$ cat config.mk
export PLATFORM = sky130hd
export DESIGN_NAME = stopwatch_control
export DESIGN_NICKNAME = d
export VERILOG_FILES = /design/src/rtl/stopwatch_control.sv
export SDC_FILE = /design/constraint.sdc
export NUM_CORES = 1
export LEC_CHECK = 0
export CAP_MARGIN = 40
export CORE_ASPECT_RATIO = 1.75
export CORE_MARGIN = 2
export CORE_UTILIZATION = 52
export CTS_BUF_LIST = sky130_fd_sc_hd__clkbuf_2 sky130_fd_sc_hd__clkbuf_4 sky130_fd_sc_hd__clkbuf_8
export DETAILED_ROUTE_END_ITERATION = 7
export PLACE_DENSITY = 0.75
export REMOVE_ABC_BUFFERS = 1
export SLEW_MARGIN = 40
export SYNTH_ARGS = -nofsm -noshare
export SYNTH_HDL_FRONTEND = slang
export SYNTH_SLANG_ARGS = --single-unit
$ cat constraint.sdc
create_clock -name clock -period 2 [get_ports clock]
set_clock_uncertainty 0.15 [all_clocks]
set_input_delay 0.4 -clock clock [delete_from_list [all_inputs] [get_ports clock]]
set_output_delay 0.4 -clock clock [all_outputs]
set_load 0.01 [all_outputs]
$ cat src/rtl/stopwatch_control.sv
// Stopwatch control: debounced start/stop and lap/reset buttons driving a 4-state run/lap FSM.
// Optional hour-limit stop is enabled by defining STOPWATCH_HOUR_STOP_EN.
module stopwatch_control #(
    parameter int DEBOUNCE_CYCLES = 500000
) (
    input  logic       clock,
    input  logic       reset,
    input  logic       btn_start_stop,
    input  logic       btn_lap_reset,
    input  logic       hour_pulse,
    output logic       run,
    output logic       clear,
    output logic       lap_hold,
    output logic [1:0] state,
    output logic       overflow
);

    localparam int CNT_W = $clog2(DEBOUNCE_CYCLES + 1);
    localparam logic [CNT_W-1:0] CNT_LAST = CNT_W'(DEBOUNCE_CYCLES - 1);

    typedef enum logic [1:0] {
        IDLE    = 2'b00,
        RUNNING = 2'b01,
        PAUSED  = 2'b10,
        LAP     = 2'b11
    } state_t;

    state_t           st;
    logic [1:0]       raw;
    logic [1:0]       sync_p0;
    logic [1:0]       sync_p1;
    logic [1:0]       db_lvl;
    logic [1:0]       db_prev;
    logic [CNT_W-1:0] db_cnt [2];

    logic start_press, lap_press;
    logic start_ev, lap_ev;
    logic hour_stop;

    assign raw = {btn_lap_reset, btn_start_stop};

    // Synchroniser stages, then a per-button counter that must see the new level
    // DEBOUNCE_CYCLES times in a row before the debounced level follows it.
    always_ff @(posedge clock) begin
        if (reset) begin
            sync_p0 <= '0;
            sync_p1 <= '0;
            db_lvl  <= '0;
            db_prev <= '0;
            for (int i = 0; i < 2; i++) begin
                db_cnt[i] <= '0;
            end
        end else begin
            sync_p0 <= raw;
            sync_p1 <= sync_p0;
            db_prev <= db_lvl;
            for (int i = 0; i < 2; i++) begin
                if (sync_p1[i] == db_lvl[i]) begin
                    db_cnt[i] <= '0;
                end else if (db_cnt[i] >= CNT_LAST) begin
                    db_lvl[i] <= sync_p1[i];
                    db_cnt[i] <= '0;
                end else begin
                    db_cnt[i] <= db_cnt[i] + 1'b1;
                end
            end
        end
    end

    assign start_press = db_lvl[0] & ~db_prev[0];
    assign lap_press   = db_lvl[1] & ~db_prev[1];

`ifdef STOPWATCH_HOUR_STOP_EN
    assign hour_stop = hour_pulse && (st == RUNNING || st == LAP);
    // Once stopped at the hour limit, only a clear can restart the sequence.
    assign start_ev  = start_press && !(st == PAUSED && overflow);
`else
    logic unused_hour;
    assign unused_hour = hour_pulse;
    assign hour_stop   = 1'b0;
    assign start_ev    = start_press;
`endif

    assign lap_ev = lap_press && !start_ev;
    assign state  = st;

    always_ff @(posedge clock) begin
        if (reset) begin
            st       <= IDLE;
            run      <= 1'b0;
            clear    <= 1'b0;
            lap_hold <= 1'b0;
            overflow <= 1'b0;
        end else begin
            clear <= 1'b0;
            if (hour_stop) begin
                st       <= PAUSED;
                run      <= 1'b0;
                lap_hold <= 1'b0;
                overflow <= 1'b1;
            end else begin
                case (st)
                    IDLE: begin
                        if (start_ev) begin
                            st  <= RUNNING;
                            run <= 1'b1;
                        end else if (lap_ev) begin
                            clear    <= 1'b1;
                            overflow <= 1'b0;
                        end
                    end
                    RUNNING: begin
                        if (start_ev) begin
                            st  <= PAUSED;
                            run <= 1'b0;
                        end else if (lap_ev) begin
                            st       <= LAP;
                            lap_hold <= 1'b1;
                        end
                    end
                    LAP: begin
                        if (start_ev) begin
                            st       <= PAUSED;
                            run      <= 1'b0;
                            lap_hold <= 1'b0;
                        end else if (lap_ev) begin
                            st       <= RUNNING;
                            lap_hold <= 1'b0;
                        end
                    end
                    default: begin
                        if (start_ev) begin
                            st  <= RUNNING;
                            run <= 1'b1;
                        end else if (lap_ev) begin
                            st       <= IDLE;
                            clear    <= 1'b1;
                            overflow <= 1'b0;
                        end
                    end
                endcase
            end
        end
    end

endmodule
==> results.cfg <==
[global_routing]
grt_pass1_wl_um = 8490
gr-total-overflow = 0
grt_max_degree = 18
grtUsageTotal_pct = 19.5
antenna_found_initial = 0
first_global_vias = 2027

[setup_path]
cp_slowest_cell = or4_4
reg2reg_slack_ns = -0.18
cp-start-kind = flip-flop
worstSetupEndpointType = flip-flop
critPathMaxStageDelay_ns = 0.57
critPathKind = reg2reg
crit_required_ns = 1.91
critPathArrivalTime_ns = 2.10
path_cells = or4_4 > nor4_4 > a211oi_2 > o21bai_4 > clkbuf_16 > nor2_2
cp_max_fo = 8
rr_startpoint = db_cnt[1][9]$_SDFFCE_PN0P_
r2r_cells = 6
r2r_end = db_cnt[1][3]$_SDFFCE_PN0P_

[pwr]
powerDensity_mw_per_mm2 = 583
peakVddDrop_mv = 0.644
leakagePower_uw = 0.00127

[cts]
cts_buffer_depth = 2
clkLatencyLatePin_ns = 0.30
cts-buffers-inserted = 5
clkSinkCount = 51
path_clk_slew_ns = 0.09
cts_max_level = 2
postCtsHoldBufs = 0
cts_root_buffer = clkbuf_8
cts_tree = built

[timing]
drv_slew = 0
clock.fmax_mhz = 459
finalSetupViolations = 25
fin_crit_ns = 2.18
rsz0062_at_grt = yes
hold_ws_ns = 0.302
hold_viol = 0
setup_ws_ns = -0.181
setup_tns_ns = -2.99
period_share_pct = 109

[yosys]
syn-instance-count = 252
synth_area_leaders = edfxtp_1, dfxtp_1, nor2_1, xnor2_1, xor2_1
ys_ff_latch = 51
synth_largest_area_cell = edfxtp_1
synth-edff-count = 38
async_flop_share_pct = 0
synth_top_cell_area_share_pct = 44.0
ys.warnings.count = 0
synth_area_mm2 = 0.00259
yosysSeqAreaShare_pct = 54.0
synth.distinct_cells = 41
synth.avg_cell_area_um2 = 10.3
synthFlopType = edfxtp_1

[detailed_routing]
routed-via-count = 2020
firstDrtPassIters = 4
initialDrtViolationCount = 33
wl_per_cell_um = 12.8
wl_um = 5030
ant_nets = 0
drcViolationCount = 0
routed_via_density = 5.15

[floorplanning]
io_pins = 11
die_h_um = 97.4
placementRows = 34
die_w_um = 57.4
die-area_mm2 = 0.00559
coreArea_mm2 = 0.00489
initial_core_util_pct = 53.0

[finish]
fin_cells = 392
fin_nets = 344
fin_area_mm2 = 0.00345
drive_above_1_share_pct = 26.0
areaGrowthSynthToFinish_pct = 33.0
n_antenna_cell = 0
final_util_pct = 70.5

[placed_design]
dpl.cell_count = 381
place_area_mm2 = 0.00313
portBuffers = 8
hpwlAfterDp_um = 3700
place.gp.congestion = 0.820

[worst_hold_path]
whs_endpoint = sync_p1[0]$_SDFF_PP0_
hp-class = reg2reg
min_from = sync_p0[0]$_SDFF_PP0_
worstHoldPathCells = 1

[run_status]
violations = setup timing
status = complete, but fails checks

[run]
max-cap-violations = 0
==> what timing repair did <==
action | 4_1_cts | 5_1_grt
gates resized for setup | 28 | 24
pin swaps | 21 | 14
endpoints found under the setup margin | 40 | 40
cloned | 0 | 1
setup buffers | 2 | 0
==> area by class of cell <==
type	count	area, µm²
clock buffer	6	82.6
clock inverter	2	15.0
fill	386	1440
inverter	6	22.5
multi-input combinational	226	1440
sequential	51	1400
tap	54	67.6
timing repair buffer	47	418
==> per-layer routing <==
layer	wire [µm]	GRT usage [%]
met1	1850	19.3
met2	2950	37.3
met3	77	2.93
met4	157	9.30
met5	0	0
==> through the flow <==
stage | setup WS (ns) | power, µW
6_report | -0.181 | 2010
3_3_place_gp | -0.158 | 1370
5_1_grt | -0.240 | 2090
3_5_place_dp | -0.188 | 1380
2_1_floorplan | -0.178 | 1310
4_1_cts | -0.173 | 2020
==> cell families (layout without fill, tap and decap cells) <==
logic type	Yosys count	count (layout)	synth area share [%]
xor gates and xnor gates	34	34	11.5
and+or+nand+nor	129	129	24.5
AOI/OAI and AO/OA	21	21	6.03
buffers and inverters	12	61	2.32
DFF	51	51	54.0
other	2	39	0.290
adders and majority gates	2	2	0.965
muxes	1	1	0.386
==> cells in the mapped netlist (all sizes together), types with 2 or more instances <==
cell / number
buf: 3
nor2: 53
nor3: 6
inv: 6
o21ai: 4
clkbuf: 3
or3: 2
a21oi: 4
and3: 7
nor4: 7
nor2b: 8
xor2: 15
a211oi: 2
conb: 2
nand4: 7
nand2: 15
dfxtp: 13
or4: 2
edfxtp: 38
ha: 2
a31oi: 2
o211ai: 2
nand2b: 2
and4: 2
xnor2: 19
nand3: 15
==> layout by cell type (no fill, tap or decap), types with 6 or more instances in the layout <==
cell type / instances
and3_1: 6
xnor2_1: 19
inv_1: 6
nor2_4: 9
nor3_1: 6
nor2b_1: 8
dfxtp_1: 13
nand2_1: 14
nor2_2: 18
xor2_1: 15
buf_4: 34
nand4_1: 7
clkdlybuf4s50_1: 8
edfxtp_1: 38
nand3_1: 15
nor2_1: 26
conb_1: 39
clkbuf_8: 6
==> registers in the layout, indices dropped and copies added (netlist names) <==
| signal | count |
|---|---|
| sync_p1 | 2 |
| db_lvl | 2 |
| state | 2 |
| sync_p0 | 2 |
| lap_hold | 1 |
| db_cnt | 38 |
| clear | 1 |
| db_prev | 2 |
| run | 1 |
==> worst max-delay path, delay by kind of cell, from the launching register on <==
kind                   cells  cell delay [ns]
buffers and inverters      1             0.21
AO/OA/AOI/OAI              2             0.30
AND/OR/NAND/NOR            3             0.89
flip-flops                 1             0.39
==> report_power, final <==
| group | switching [µW] | internal [µW] | total [µW] |
|---|---|---|---|
| clock network | 338 | 284 | 622 |
| registers | 32.2 | 1170 | 1210 |
| logic | 96.6 | 86.3 | 183 |
| total | 467 | 1540 | 2010 |
==> worst max-delay path by stage <==
stage                               startpoint                           to  slack (ns)  cells after the start
floorplan           db_cnt[1][9]$_SDFFCE_PN0P_  db_cnt[1][10]$_SDFFCE_PN0P_       -0.18                      5
global placement    db_cnt[1][9]$_SDFFCE_PN0P_  db_cnt[1][17]$_SDFFCE_PN0P_       -0.16                      6
detailed placement  db_cnt[1][9]$_SDFFCE_PN0P_  db_cnt[1][17]$_SDFFCE_PN0P_       -0.19                      6
CTS                 db_cnt[1][9]$_SDFFCE_PN0P_  db_cnt[1][17]$_SDFFCE_PN0P_       -0.17                      6
global route        db_cnt[1][9]$_SDFFCE_PN0P_  db_cnt[1][17]$_SDFFCE_PN0P_       -0.24                      6
finish              db_cnt[1][9]$_SDFFCE_PN0P_   db_cnt[1][3]$_SDFFCE_PN0P_       -0.18                      6
No activity file was read; power rests on OpenSTA's default activity.
